## src/rtl/return_stack.sv

```systemverilog
// return_stack: LIFO of return addresses fed by the call/return strobes of
// control_module. The top of stack is held in its own register, so the
// consumer can read it during the pop cycle. Overflow and underflow flags
// are sticky and go to the debug path.
module return_stack #(
    parameter int ADDR_WIDTH = 8,
    parameter int DEPTH      = 8,
    parameter int CNT_WIDTH  = $clog2(DEPTH + 1)
) (
    input  logic                  clk,
    input  logic                  rst,
    input  logic                  push,
    input  logic                  pop,
    input  logic [ADDR_WIDTH-1:0] ret_addr_in,
    input  logic                  err_clr,
    output logic [ADDR_WIDTH-1:0] ret_addr_out,
    output logic                  empty,
    output logic                  full,
    output logic [CNT_WIDTH-1:0]  count,
    output logic                  overflow,
    output logic                  underflow
);

    localparam int PTR_W = (DEPTH > 1) ? $clog2(DEPTH) : 1;

    logic [ADDR_WIDTH-1:0] mem_q [DEPTH];

    logic [CNT_WIDTH-1:0]  count_q, count_d;
    logic [ADDR_WIDTH-1:0] top_q, top_d;
    logic                  ovf_q, ovf_d;
    logic                  unf_q, unf_d;

    logic                  wr_en;
    logic [PTR_W-1:0]      wr_idx;
    logic [PTR_W-1:0]      rd_idx;
    logic                  empty_w;
    logic                  full_w;

    assign empty_w = (count_q == '0);
    assign full_w  = (count_q == CNT_WIDTH'(DEPTH));

    // Entry just below the current top. It is only used when count >= 2,
    // so the subtraction never wraps when it matters.
    assign rd_idx = PTR_W'(count_q - CNT_WIDTH'(2));

    // Next-state decode for pointer, top register, flags and array write.
    always_comb begin
        count_d = count_q;
        top_d   = top_q;
        ovf_d   = ovf_q & ~err_clr;
        unf_d   = unf_q & ~err_clr;
        wr_en   = 1'b0;
        wr_idx  = PTR_W'(count_q);
        unique case ({push, pop})
            2'b10: begin
                if (!full_w) begin
                    wr_en   = 1'b1;
                    wr_idx  = PTR_W'(count_q);
                    count_d = count_q + CNT_WIDTH'(1);
                    top_d   = ret_addr_in;
                end else begin
                    // Dropped push: contents stay intact, flag it.
                    ovf_d = 1'b1;
                end
            end
            2'b01: begin
                if (empty_w) begin
                    unf_d = 1'b1;
                end else if (count_q == CNT_WIDTH'(1)) begin
                    count_d = '0;
                    top_d   = '0;
                end else begin
                    count_d = count_q - CNT_WIDTH'(1);
                    top_d   = mem_q[rd_idx];
                end
            end
            2'b11: begin
                wr_en = 1'b1;
                top_d = ret_addr_in;
                if (empty_w) begin
                    // Nothing to replace: behaves as a push, but the pop
                    // half had nothing to remove.
                    wr_idx  = '0;
                    count_d = CNT_WIDTH'(1);
                    unf_d   = 1'b1;
                end else begin
                    // Replace the top in place; depth unchanged.
                    wr_idx = PTR_W'(count_q - CNT_WIDTH'(1));
                end
            end
            default: begin
            end
        endcase
    end

    // Control state: pointer, top-of-stack and sticky error flags.
    always_ff @(posedge clk or negedge rst) begin
        if (!rst) begin
            count_q <= '0;
            top_q   <= '0;
            ovf_q   <= 1'b0;
            unf_q   <= 1'b0;
        end else begin
            count_q <= count_d;
            top_q   <= top_d;
            ovf_q   <= ovf_d;
            unf_q   <= unf_d;
        end
    end

    // Storage entries carry no reset; slots above the pointer are never read.
    genvar gi;
    generate
        for (gi = 0; gi < DEPTH; gi++) begin : g_entry
            // Write one entry when it is the selected slot.
            always_ff @(posedge clk) begin
                if (wr_en && (wr_idx == PTR_W'(gi))) begin
                    mem_q[gi] <= ret_addr_in;
                end
            end
        end
    endgenerate

    assign ret_addr_out = top_q;
    assign count        = count_q;
    assign empty        = empty_w;
    assign full         = full_w;
    assign overflow     = ovf_q;
    assign underflow    = unf_q;

endmodule

```

## config.mk

```make
export PLATFORM = sky130hd
export DESIGN_NAME = return_stack
export DESIGN_NICKNAME = d
export VERILOG_FILES = /design/src/rtl/return_stack.sv
export SDC_FILE = /design/constraint.sdc
export NUM_CORES = 1
export LEC_CHECK = 0
export ABC_CLOCK_PERIOD_IN_PS = 3450
export CAP_MARGIN = 20
export CORE_MARGIN = 1.5
export CORE_UTILIZATION = 41
export DETAILED_ROUTE_END_ITERATION = 7
export MAX_ROUTING_LAYER = met4
export PLACE_DENSITY_LB_ADDON = 0.08
export RECOVER_POWER = 50
export SLEW_MARGIN = 25
export SYNTH_ARGS = -nofsm -noshare
export SYNTH_HDL_FRONTEND = slang
export SYNTH_SLANG_ARGS = --single-unit
```

## constraint.sdc

```tcl
create_clock -name clk -period 3.45 [get_ports clk]
set_input_delay 0.69 -clock clk [delete_from_list [all_inputs] [get_ports clk]]
set_output_delay 0.69 -clock clk [all_outputs]
set_load 0.01 [all_outputs]
```

==> flow_summary.ini <==
[synth]
synth_largest_area_cell = edfxtp_1
syn_area_per_cell_um2 = 16.3
synthArstFlopShare_pct = 17.9
synth_edf_count = 64
ys.flop_type = edfxtp_1
ys_seq_area_share_pct = 65.0
ys_seq_elements = 78
synth_cell_type_count = 45
ys_warn_count = 0
synth_top_area_share_pct = 55.0
synth.area.top_cells = edfxtp_1 55%, dfrtp_1 10%, mux4_2 5.8%, mux4_1 5.3%, ha_1 2.5%
synth_nets = 234
netlist_area_mm2 = 0.00349
syn_inst = 214

[route]
ant_nets = 0
num_vias = 2092
wl_um = 7390
wire_per_inst_um = 20.2
drcViolationCount = 0
detail_route.vias_per_cell = 5.72
firstDrtPassIters = 4
drt-initial-drc-count = 100

[global_route]
grt.total_usage_pct = 18.9
antenna_found_initial = 0
grt_start_max_net_pins = 30
grt_pass1_wl_um = 11600
grt_overflow = 0
grt_pass1_vias = 2080

[clocking]
cts-htree-levels = 3
ctsResizeCount = 0
cts_sinks = 78
clk_pin_slew_ns = 0.08
cts_buffer_depth = 2
cts_setup_buffers = 0
cts_buffers = 9
ctsHoldBuffers = 0
clk-insertion-delay-late_ns = 0.35
tritoncts = yes
cts-root-buf = clkbuf_8

[sta]
finalSetupTns_ns = 0
hold_viol = 0
layout_min_cycle_time_ns = 3.15
fin_worst_skew_ns = 0.0102
drv_slew = 0
setup_violations = 0
max_freq_mhz = 317
rsz0062_at_grt = no
period_share_pct = 91.3
relSlewSlack_pct = 49.3
worst_pin_slew_ns = 0.757

[setup_path]
critPathCaptureType = primary output
cp_slowest_cell = clkdlybuf4s50_1
crit_fanout = 14
crit_chain = inv_2, ha_1, nand3b_1, inv_1, clkdlybuf4s50_1
crit_family = buffers and inverters
critPathLaunchType = register
cp_data_required_time_ns = 2.76
crit_path_max_incr_delay_ns = 0.54
path_class = register to primary output
crit_buf_inv = 3
arrival_ns = 2.46

[run]
drv_cap = 0

[placement]
place_hpwl_um = 4990
place_congestion = 0.832
portBuffers = 28

[cells_and_area]
fin_nets = 277
final_util_pct = 49.9
fillers = 711
area_growth_pct = 17.3
final-seq-area_mm2 = 0.00227
drive_above_1_share_pct = 17.2
insertedDiodeCount = 0
multiInputGateArea_mm2 = 0.00110

[power]
ir_worst_vdd_mv = 0.268
p_leak_nw = 1.47
power_density_mw_per_mm2 = 766

[die]
die_h_um = 95.3
num_rows = 33
io_pins = 29
coreArea_mm2 = 0.00822
initial_utilization_pct = 42.5
die_w_um = 95.3
dieArea_mm2 = 0.00908

[hold_path]
hold_path.class = register to register

[status]
status = complete, no violations
==> stage by stage <==
step	area, um^2	setup slack (ns)	cells	hold WS (ns)	power [W]
after floorplan	3490	0.865	214	0.394	0.00218
after global placement	3930	0.636	351	0.509	0.00259
after detailed placement	3930	0.658	351	0.509	0.00259
after CTS	4100	0.272	366	0.526	0.00320
after global routing	4100	0.120	366	0.567	0.00336
final	4100	0.299	366	0.520	0.00314
==> area by class of cell <==
| cell class | instances | area share (%) |
|---|---|---|
| sequential | 78 | 55.5 |
| inverter | 7 | 0.641 |
| clock inverter | 6 | 1.13 |
| multi-input combinational | 118 | 26.9 |
| tap | 105 | 3.21 |
| clock buffer | 9 | 3.02 |
| timing repair buffer | 43 | 9.59 |
==> metal layers <==
layer  up-vias  part of all wire, %  GRT usage [%]
met1      1075                   44           23.3
li1        953                    -              -
met4         0                  2.7           6.97
met5         -                    0              -
met3        13                  4.0           5.10
met2        51                   49           30.0
==> cell usage in the layout (no fill, tap or decap), drive strengths merged, types with 2 or more instances in the layout <==
cell type,count
a21oi,6
a22oi,8
mux2i,8
nor4,2
nand3,3
a211o,3
nand2,10
nor2b,3
clkbuf,9
clkdlybuf4s50,14
mux4,16
clkinvlp,2
nor3,4
nor2,9
dfrtp,14
nand3b,2
or3,2
edfxtp,64
dlygate4sd3,14
nor3b,2
o211ai,4
inv,9
a21o,2
clkinv,2
buf,15
ha,7
o21ai,13
==> cells by family after synthesis <==
| logic type | Yosys count | synth area share [%] |
|---|---|---|
| buffers and inverters | 18 | 3.37 |
| xor gates and xnor gates | 1 | 0.251 |
| and+or+nand+nor | 40 | 6.30 |
| adders and majority gates | 7 | 2.51 |
| DFF | 78 | 65.0 |
| muxes | 24 | 13.4 |
| AOI/OAI and AO/OA | 46 | 9.17 |
==> sequential cells by signal, indices dropped and copies added, names as in the netlist <==
signal	count
mem_q	64
underflow	1
overflow	1
count	4
ret_addr_out	8
==> cell usage after synthesis, drive strengths merged (4+ instances only) <==
library cell	instances
mux2i	8
edfxtp	64
o21ai	13
nor3	4
a22oi	8
o211ai	4
nand2	10
inv	7
dfrtp	14
mux4	16
a21oi	6
ha	7
buf	10
nor2	9
==> path summary, 6_finish.rpt <==
kind	from	end	slack, ns	cells after the start
worst max register to register	count[1]	mem_q[0][1]	0.69	8
worst min register to register	ret_addr_out[4]	ret_addr_out[4]	0.52	2
worst min-delay path	ret_addr_out[4]	ret_addr_out[4]	0.52	2
max in group asynchronous	rst	ret_addr_out[5]	2.12	1
worst max-delay path	count[1]	full	0.30	5
min in group asynchronous	rst	ret_addr_out[3]	0.85	1
==> worst min-delay path, delay by kind of cell (launching register included) <==
family             cells  cell delay [ns]
DFF                    1             0.34
AOI/OAI and AO/OA      2             0.15
==> power by group <==
group	internal, W	switching [W]	leakage (nW)	total [W]
registers	0.00120	0.000111	0.752	0.00131
logic	0.000601	0.000630	0.633	0.00123
clock network	0.000262	0.000338	0.0821	0.000599
Power figures use the tool's default switching activity.
